## src/rtl/coord_uart_tx_if.sv

```systemverilog
// Coordinate strobe input and UART line outputs of coord_uart_tx.
// The master side (the image processing unit) drives the coordinate strobe;
// the slave side (the serializer) drives the TX line and the status flags.
interface coord_uart_tx_if;
  logic [10:0] iRow;
  logic [10:0] iCol;
  logic        iDVAL;
  logic        oTX;
  logic        oBUSY;
  logic        oOVERFLOW;

  modport master (
    output iRow, iCol, iDVAL,
    input  oTX, oBUSY, oOVERFLOW
  );

  modport slave (
    input  iRow, iCol, iDVAL,
    output oTX, oBUSY, oOVERFLOW
  );
endinterface

```

## src/rtl/coord_uart_tx.sv

```systemverilog
// Coordinate-to-UART serializer: buffers {row, col} strobes in a small FIFO
// and sends each one as a 5-byte 8N1 packet (A5, row hi, row lo, col hi, col lo).
//
//   state | meaning
//   ------+--------------------------------------------------------------
//   IDLE  | line high; pops the FIFO head when one is waiting
//   START | start bit (low) for one bit period
//   DATA  | 8 data bits of the current byte, LSB first
//   STOP  | stop bit (high); next byte or back to IDLE after byte 4
//
// The line and busy flops are driven from the current state, so oTX lags the
// FSM by one cycle; every bit still lasts exactly DIV cycles on the pin.
module coord_uart_tx #(
  parameter int CLK_FREQ   = 50_000_000,
  parameter int BAUD       = 115200,
  parameter int FIFO_DEPTH = 4
) (
  input logic            iCLK,
  input logic            iRST,
  coord_uart_tx_if.slave bus
);

  localparam int DIV = CLK_FREQ / BAUD;
  localparam int CW  = (DIV > 2) ? $clog2(DIV) : 1;
  localparam int AW  = $clog2(FIFO_DEPTH);

  localparam logic [CW-1:0] BAUD_RELOAD = CW'(DIV - 1);
  localparam logic [AW:0]   FULL_CNT    = (AW + 1)'(FIFO_DEPTH);

  typedef enum logic [1:0] {
    IDLE  = 2'd0,
    START = 2'd1,
    DATA  = 2'd2,
    STOP  = 2'd3
  } state_t;

  // FIFO storage and pointers
  logic [21:0]   r_mem [FIFO_DEPTH];
  logic [AW-1:0] r_wr_ptr;
  logic [AW-1:0] r_rd_ptr;
  logic [AW:0]   r_count;

  // serializer state
  state_t        r_state;
  logic [CW-1:0] r_baud;
  logic [2:0]    r_bit;
  logic [2:0]    r_byte;
  logic [21:0]   r_hold;
  logic          r_tx;
  logic          r_busy;
  logic          r_ovf;

  logic          w_full;
  logic          w_empty;
  logic          w_pop;
  logic          w_push;
  logic          w_drop;
  logic          w_tc;
  logic [7:0]    w_cur_byte;
  state_t        w_state_nx;
  logic [CW-1:0] w_baud_nx;
  logic [2:0]    w_bit_nx;
  logic [2:0]    w_byte_nx;
  logic          w_tx_nx;

  assign w_full  = (r_count == FULL_CNT);
  assign w_empty = (r_count == '0);
  // IDLE pops whenever something is waiting; that pop frees a slot this same
  // cycle, so a strobe arriving at full is still accepted
  assign w_pop   = (r_state == IDLE) && !w_empty;
  assign w_push  = bus.iDVAL && (!w_full || w_pop);
  assign w_drop  = bus.iDVAL && !w_push;
  assign w_tc    = (r_baud == '0);

  // FIFO data array; contents need no reset since the count gates every read
  always_ff @(posedge iCLK) begin
    if (w_push) begin
      r_mem[r_wr_ptr] <= {bus.iRow, bus.iCol};
    end
  end

  // FIFO pointers and occupancy
  always_ff @(posedge iCLK or posedge iRST) begin
    if (iRST) begin
      r_wr_ptr <= '0;
      r_rd_ptr <= '0;
      r_count  <= '0;
    end else begin
      if (w_push) begin
        r_wr_ptr <= r_wr_ptr + 1'b1;
      end
      if (w_pop) begin
        r_rd_ptr <= r_rd_ptr + 1'b1;
      end
      case ({w_push, w_pop})
        2'b10:   r_count <= r_count + 1'b1;
        2'b01:   r_count <= r_count - 1'b1;
        default: r_count <= r_count;
      endcase
    end
  end

  // byte currently being framed, selected by the byte index
  always_comb begin
    w_cur_byte = 8'hA5;
    case (r_byte)
      3'd0:    w_cur_byte = 8'hA5;
      3'd1:    w_cur_byte = {5'b0, r_hold[21:19]};
      3'd2:    w_cur_byte = r_hold[18:11];
      3'd3:    w_cur_byte = {5'b0, r_hold[10:8]};
      default: w_cur_byte = r_hold[7:0];
    endcase
  end

  // next-state, baud down-counter and line level for the current state
  always_comb begin
    w_state_nx = r_state;
    w_baud_nx  = r_baud;
    w_bit_nx   = r_bit;
    w_byte_nx  = r_byte;
    w_tx_nx    = 1'b1;
    case (r_state)
      IDLE: begin
        w_tx_nx = 1'b1;
        if (!w_empty) begin
          w_state_nx = START;
          w_baud_nx  = BAUD_RELOAD;
          w_byte_nx  = 3'd0;
          w_bit_nx   = 3'd0;
        end
      end
      START: begin
        w_tx_nx = 1'b0;
        if (w_tc) begin
          w_state_nx = DATA;
          w_baud_nx  = BAUD_RELOAD;
          w_bit_nx   = 3'd0;
        end else begin
          w_baud_nx = r_baud - 1'b1;
        end
      end
      DATA: begin
        w_tx_nx = w_cur_byte[r_bit];
        if (w_tc) begin
          w_baud_nx = BAUD_RELOAD;
          if (r_bit == 3'd7) begin
            w_state_nx = STOP;
          end else begin
            w_bit_nx = r_bit + 1'b1;
          end
        end else begin
          w_baud_nx = r_baud - 1'b1;
        end
      end
      STOP: begin
        w_tx_nx = 1'b1;
        if (w_tc) begin
          if (r_byte == 3'd4) begin
            w_state_nx = IDLE;
            w_baud_nx  = '0;
          end else begin
            w_state_nx = START;
            w_byte_nx  = r_byte + 1'b1;
            w_baud_nx  = BAUD_RELOAD;
          end
        end else begin
          w_baud_nx = r_baud - 1'b1;
        end
      end
      default: begin
        w_state_nx = IDLE;
        w_baud_nx  = '0;
      end
    endcase
  end

  // FSM registers, hold register and registered outputs
  always_ff @(posedge iCLK or posedge iRST) begin
    if (iRST) begin
      r_state <= IDLE;
      r_baud  <= '0;
      r_bit   <= '0;
      r_byte  <= '0;
      r_hold  <= '0;
      r_tx    <= 1'b1;
      r_busy  <= 1'b0;
      r_ovf   <= 1'b0;
    end else begin
      r_state <= w_state_nx;
      r_baud  <= w_baud_nx;
      r_bit   <= w_bit_nx;
      r_byte  <= w_byte_nx;
      if (w_pop) begin
        r_hold <= r_mem[r_rd_ptr];
      end
      r_tx    <= w_tx_nx;
      r_busy  <= (r_state != IDLE) || (r_count != '0);
      r_ovf   <= w_drop;
    end
  end

  assign bus.oTX       = r_tx;
  assign bus.oBUSY     = r_busy;
  assign bus.oOVERFLOW = r_ovf;

endmodule

```

## src/flat_wrapper.sv

```systemverilog
// flat-port wrapper written by rule: the top's interface ports become plain ports
module coord_uart_tx_flat 
#(
  parameter int CLK_FREQ   = 50_000_000,
  parameter int BAUD       = 115200,
  parameter int FIFO_DEPTH = 4
)
  (iCLK, iRST, bus_iRow, bus_iCol, bus_iDVAL, bus_oTX, bus_oBUSY, bus_oOVERFLOW);
  coord_uart_tx_if bus_i ();
  input logic iCLK;
  input logic iRST;
  input wire logic [$bits(bus_i.iRow)-1:0] bus_iRow;
  input wire logic [$bits(bus_i.iCol)-1:0] bus_iCol;
  input wire logic [$bits(bus_i.iDVAL)-1:0] bus_iDVAL;
  output wire logic [$bits(bus_i.oTX)-1:0] bus_oTX;
  output wire logic [$bits(bus_i.oBUSY)-1:0] bus_oBUSY;
  output wire logic [$bits(bus_i.oOVERFLOW)-1:0] bus_oOVERFLOW;
  assign bus_i.iRow = bus_iRow;
  assign bus_i.iCol = bus_iCol;
  assign bus_i.iDVAL = bus_iDVAL;
  assign bus_oTX = bus_i.oTX;
  assign bus_oBUSY = bus_i.oBUSY;
  assign bus_oOVERFLOW = bus_i.oOVERFLOW;
  coord_uart_tx #(.CLK_FREQ(CLK_FREQ), .BAUD(BAUD), .FIFO_DEPTH(FIFO_DEPTH)) u_core (.iCLK(iCLK), .iRST(iRST), .bus(bus_i));
endmodule
```

## config.mk

```make
export PLATFORM = sky130hd
export DESIGN_NAME = coord_uart_tx_flat
export DESIGN_NICKNAME = d
export VERILOG_FILES = /design/src/rtl/coord_uart_tx_if.sv /design/src/rtl/coord_uart_tx.sv /design/src/flat_wrapper.sv
export SDC_FILE = /design/constraint.sdc
export NUM_CORES = 1
export LEC_CHECK = 0
export CORE_UTILIZATION = 30
export CTS_CLUSTER_DIAMETER = 60
export CTS_CLUSTER_SIZE = 12
export DETAILED_ROUTE_END_ITERATION = 10
export GPL_TIMING_DRIVEN = 0
export HOLD_SLACK_MARGIN = 0.1
export PLACE_DENSITY = 0.42
export SLEW_MARGIN = 30
export SYNTH_ARGS = -nofsm -noshare
export SYNTH_HDL_FRONTEND = slang
export SYNTH_SLANG_ARGS = --single-unit
```

## constraint.sdc

```tcl
create_clock -name iCLK -period 4.2 [get_ports iCLK]
set_input_delay 1.26 -clock iCLK [delete_from_list [all_inputs] [get_ports iCLK]]
set_output_delay 1.26 -clock iCLK [all_outputs]
set_load 0.005 [all_outputs]
```

# Word level (Yosys, flattened, before mapping)
# Memory sizes are Yosys's and may differ from the RTL's. A register that Yosys moved wholly into a read port is not among the register bits.
# Index checks and enable logic that the tools add are counted.
[word_totals]
input_bits = 25
ram_bits = 88
register_bits = 27
wordCells = 86
memories = 1
[classes]
n_addsub = 7
n_lt_le_gt_ge = 1
mux = 27
eq_ne = 18
reduce_logical = 22
[memory_table]
columns = ["name", "words", "width", "read_ports", "rd_clocked_by_memory_dff", "write_ports", "line_no", "rtl"]
rows = [
  ["u_core.r_mem", 4, 22, 1, 1, 1, "coord_uart_tx.sv:38", "logic [21:0] r_mem [FIFO_DEPTH];"],
]
[op_table]
columns = ["operator", "count"]
rows = [
  ["two-way mux 9 bit", 4],
  ["one-hot mux 8 bit (4 select lines)", 1],
  ["one-hot mux 9 bit (3 select lines)", 1],
  ["two-way mux 3 bit", 6],
  ["one-hot mux 3 bit (2 select lines)", 2],
  ["two-way mux 2 bit", 5],
  ["AND reduction 5 bit", 2],
  ["adder 3 x 1 -> 3 bit (second input constant)", 3],
  ["== test 3 bit (second input constant)", 3],
  ["zero test 9 bit", 1],
  ["one-hot mux 3 bit (3 select lines)", 1],
  ["subtractor 9 x 1 -> 9 bit (second input constant)", 1],
  ["inequality test 2 x 1 -> 1 bit (second input constant)", 4],
  ["one-hot mux 2 bit (4 select lines)", 1],
  ["== test 2 bit (second input constant)", 3],
  ["== test 3 x 2 -> 1 bit (second input constant)", 2],
  ["zero test 3 bit", 2],
  ["inequality test 2 bit (second input constant)", 3],
  ["nonzero test 2 bit", 3],
  ["nonzero test 3 bit", 2],
  ["adder 2 x 1 -> 2 bit (second input constant)", 2],
  ["== test 2 x 1 -> 1 bit (second input constant)", 2],
  ["less-than comparator 3 x 4 -> 1 bit (second input constant)", 1],
  ["two-way mux 1 bit", 4],
  ["10 further kinds", 16],
]

# Longest topological paths before layout
[logic_depth]
ltp_word = 7
ltp_mapped = 9
depth_no_buf = 7

# Worst setup path before layout
# Ideal clock, no wire load.
[synth_path]
path_type = "in2reg"
from = "in bus_iDVAL"
to = "mem u_core.r_mem[0][0] (enable)"
arrival_ns = 2.193
slack_ns = 1.626
t_required_ns = 3.819
cell_stages = 3
path_buffers = 1
path_cell_list = "nor2b_1 clkbuf_1 and2_1"
[synth_via]
elab_chain_cells = 3
[synth_lines]
columns = ["element", "line_no", "rtl"]
rows = [
  ["start, declared", "flat_wrapper.sv:14", "input wire logic [$bits(bus_i.iDVAL)-1:0] bus_iDVAL;"],
  ["logical AND 1 bit", "coord_uart_tx.sv:71", "assign w_push = bus.iDVAL && (!w_full || w_pop);"],
  ["two-way mux 1 bit", "coord_uart_tx.sv:77", "if (w_push) begin"],
  ["two-way mux 1 bit (not written as such)", "coord_uart_tx.sv:78", "r_mem[r_wr_ptr] <= {bus.iRow, bus.iCol};"],
  ["end, declared", "coord_uart_tx.sv:38", ""],
]
# No other way between the ends.

# Final worst setup path
[layout_path]
from = "in bus_iDVAL"
to = "mem u_core.r_mem[2][11] (enable)"
# The elaborated chain is that of the path after synthesis.

==> results.md <==
- Post-cts sizing count: 0
- DR pass1 iterations: 7
- Clk sinks: 137
- Largest net degree at the start of global routing: 26
- Clock skew: 0.00843 ns
- Hold Path Sink: u_core.r_count[2]$_DFFE_PP0P_
- Max Cap Violations: 0
- CTS root buffer: clkbuf_16
- Post-synthesis sequential area ratio: 0.653
- Slew Limit Fails: 0
- Placer Congestion: 0.817
- Worst EP arrival: 2.82 ns
- Critical path required time: between 4 and 5 ns
- Critical path buffers and inverters: 3
- Final setup margin: roughly 1.5 ns
- Via count: 3184
- First-pass GRT wire length: 19.0 mm
- Die Width: 143 um
- All-Layer GR Usage: 0.130
- Die Y: 143 um
- Comb power frac: 0.336
- Worst slack, placed: 1.05 ns
- Max FO, Critical Path: 13
- Mean Syn Cell Area: 16.0 um^2
- Violated checks: design-rule violations
- Crit Path Class: in -> reg
- Adder-Cell Fraction of Synth Area: 0.0393
- Total CTS buffers: 17
- Final worst path period need: 2.70 ns
- Synth Area in XOR/XNOR: 0.0104
- Final hold slack: 0.486 ns
- Mapped Nets: between 400 and 500
- Vias in the first global route: 3418
- Tot Pwr: 0.00541 W
- Area grow syn2layout: 22.6%
- Worst-Margin Slew: around 0.79 ns
- Slew Limit Headroom: 0.476
- Library cells used by synthesis: 60
- Top cell family by delay on the critical path: buffers and inverters
- Antenna Cells: 0
- Cell depth of the worst flop-to-flop path: 9
- Most frequent cells after synthesis: 88 x edfxtp_1, 48 x dfrtp_1, 22 x mux2_2, 22 x mux4_2, 19 x inv_1
- Fmax: ~0.37 GHz
- Worst vdd ir: 319 uV
- Hold Crit Start: u_core.r_count[2]$_DFFE_PP0P_
- Share of cells above drive strength 1: 0.245
- Critical Path, Cell by Cell: clkdlybuf4s50_1 > nor2b_1 > clkbuf_1 > and2_2 > buf_16
- Post-DR wirelength/cell: 16.7 um
- CTS tree: built
- Top cell type's share of synthesized area: 0.446
- Mux cell area share after synthesis: 0.142
- # IOs: 28
- Post-synthesis register bit count: 137
- Dpl hpwl: 8.29 mm
- RSZ-0062 raised after global routing: false
- DRC: 2
- Simple-gate share of the synthesized area: 0.0634
- Critical R2R Launch: u_core.r_state[0]$_DFFE_PP0P_
- Mapped cell area: between 5000 and 6000 um^2
- Core area: 19400 um^2
- Die ar.: 20300 um^2
- CP Capture Type: flip-flop
- Cells after Synth: 369
- First DRT Iteration DRCs: 101
- CP peak stage delay: 0.50 ns
- Number of flops mapped to enable cells by yosys: 88
- Post-CTS setup buffers: 0
- Initial Util: 0.305
- Final Hold Fails: 0
- Area fraction in compound gates after synthesis: 0.0659
- Leakage: ~2.6 nW
- Clock-pin slew on the worst setup and hold paths: 0.06 ns
- # hold bufs at CTS: 0
- Startpoint types: primary input
- Setup TNS: 0 ns
- Tcrit/Tclk final: 0.643
- Reg-to-reg setup timing slack: 1.83 ns
- Sw frac: 0.324
- Inst Count DP: 666
- Fin cells: 698
- Internal: 0.00366 W
- Top FF cell, synth: edfxtp_1
- Area leader, netlist: edfxtp_1
- Ys Warns: 0
- Htree depth: 4
- Clock Power Share: 0.279
- Sequential share of power: 0.385
- Status: finished, violations left
- Setup violators final: 0
- Slowest cell on the critical path: clkdlybuf4s50_1
- Filler cells: 1855
- Worst hold path depth: 1
- Async SR Flop Fraction: 0.358
- Longest Clk Path Bufs: 2
- Nets: 463
- PwrDens: 744 nW/um^2
- Sw power: 0.00175 W
- GRT overflow: 0
- Port Buf Inserts: 27
- Main combinational cell family by area after synthesis: multiplexers
- Worst skew pair latency: just over 0.4 ns
- Worst hold path class: reg -> reg
- Worst r2r dst: u_core.r_count[2]$_DFFE_PP0P_
- Initial antenna violation count: 0
- Core Rows: 51
- Area contributors post-synth: edfxtp_1 45%, dfrtp_1 20%, mux4_2 8.4%
- Via density: 4.56
- Post-route antenna net violation count: 0
- Most frequent cell after synthesis: edfxtp_1
- Routed wire length: about 12 mm
[logic make-up (layout without fill, tap and decap cells)]
kind of cell / count (synthesis) / in the layout
multiplexers: 54 / 54
XOR/XNOR: 7 / 7
AND/OR/NAND/NOR: 67 / 67
adder cells (fa/ha/maj): 18 / 18
AO/OA/AOI/OAI: 51 / 51
buffers and inverters: 35 / 99
flip-flops: 137 / 137
[state kept, by name, indices dropped and copies added, names as in the netlist, 2 cells and up]
register	flops
u_core.r_state	2
u_core.r_wr_ptr	2
u_core.r_bit	3
u_core.r_hold	22
u_core.r_byte	3
u_core.r_rd_ptr	2
u_core.r_baud	9
u_core.r_mem	88
u_core.r_count	3
[layout make-up]
cell class | instances | area (um^2) | area share
Buffer | 15 | 73.8 | 0.0102
Multi-Input combinational cell | 197 | 1910 | 0.263
Clock inverter | 11 | 140 | 0.0193
Tap cell | 265 | 332 | 0.0457
Inverter | 20 | 77.6 | 0.0107
Timing Repair Buffer | 32 | 400 | 0.0551
Sequential cell | 137 | 3870 | 0.533
Clock buffer | 21 | 460 | 0.0634
[power groups by stage]
stage	logic [W]	clock network [W]	registers, W
final	0.00182	0.00151	0.00208
after CTS	0.00187	0.00154	0.00209
after floorplan	0.00135	0	0.00204
after global placement	0.00177	0	0.00211
after detailed placement	0.00187	0	0.00211
after global routing	0.00203	0.00160	0.00213
[how the worst max path moves through the flow]
| stage | slack, ns | start | endpoint | cells after the start |
|---|---|---|---|---|
| after floorplan | 1.63 | bus_iDVAL | u_core.r_mem[0][0]$_DFFE_PP_ | 3 |
| after global placement | 0.41 | bus_iDVAL | u_core.r_mem[3][6]$_DFFE_PP_ | 4 |
| after detailed placement | 1.05 | bus_iDVAL | u_core.r_mem[2][1]$_DFFE_PP_ | 5 |
| after CTS | 1.48 | bus_iDVAL | u_core.r_mem[2][17]$_DFFE_PP_ | 5 |
| after global routing | 1.40 | bus_iDVAL | u_core.r_mem[2][17]$_DFFE_PP_ | 5 |
| final | 1.50 | bus_iDVAL | u_core.r_mem[2][11]$_DFFE_PP_ | 5 |
[placed cells by master, fill, tap and decap left out, types with 2 or more instances in the layout]
| master | n |
|---|---|
| a311oi_1 | 2 |
| a21oi_1 | 14 |
| nand2_1 | 18 |
| and2_2 | 4 |
| a211o_1 | 2 |
| o211ai_1 | 3 |
| nand2b_1 | 3 |
| xor2_1 | 2 |
| nor2b_1 | 2 |
| and2_1 | 3 |
| ha_1 | 17 |
| clkbuf_1 | 6 |
| buf_16 | 4 |
| mux2i_1 | 10 |
| nor2_1 | 10 |
| clkinv_4 | 5 |
| nor3b_1 | 2 |
| xnor2_1 | 5 |
| o21ai_1 | 4 |
| a31oi_1 | 2 |
| mux4_2 | 22 |
| a211oi_1 | 3 |
| clkbuf_8 | 2 |
| buf_2 | 8 |
| mux2_2 | 22 |
| inv_6 | 2 |
| o31ai_1 | 2 |
| clkdlybuf4s50_1 | 27 |
| nand3_1 | 5 |
| o21ai_0 | 2 |
| dfrtp_1 | 48 |
| clkbuf_16 | 17 |
| buf_1 | 2 |
| nor3_1 | 9 |
| or3_1 | 2 |
| bufinv_16 | 2 |
| inv_1 | 18 |
| edfxtp_1 | 88 |
[metrics by stage]
stage,instance area (um^2),utilization
final,7260,0.374
after global routing,7260,0.374
after CTS,7260,0.374
after detailed placement,6660,0.343
after global placement,6520,0.336
after floorplan,5920,-
[routing by layer]
layer	part of all wire	global-route usage	wire, um
met1	0.46	0.159	5430
met2	0.49	0.217	5750
met3	0.027	0.0370	320
met4	0.016	0.0481	186
met5	0	0	0
Note: power is estimated with default switching activity, not from simulation.
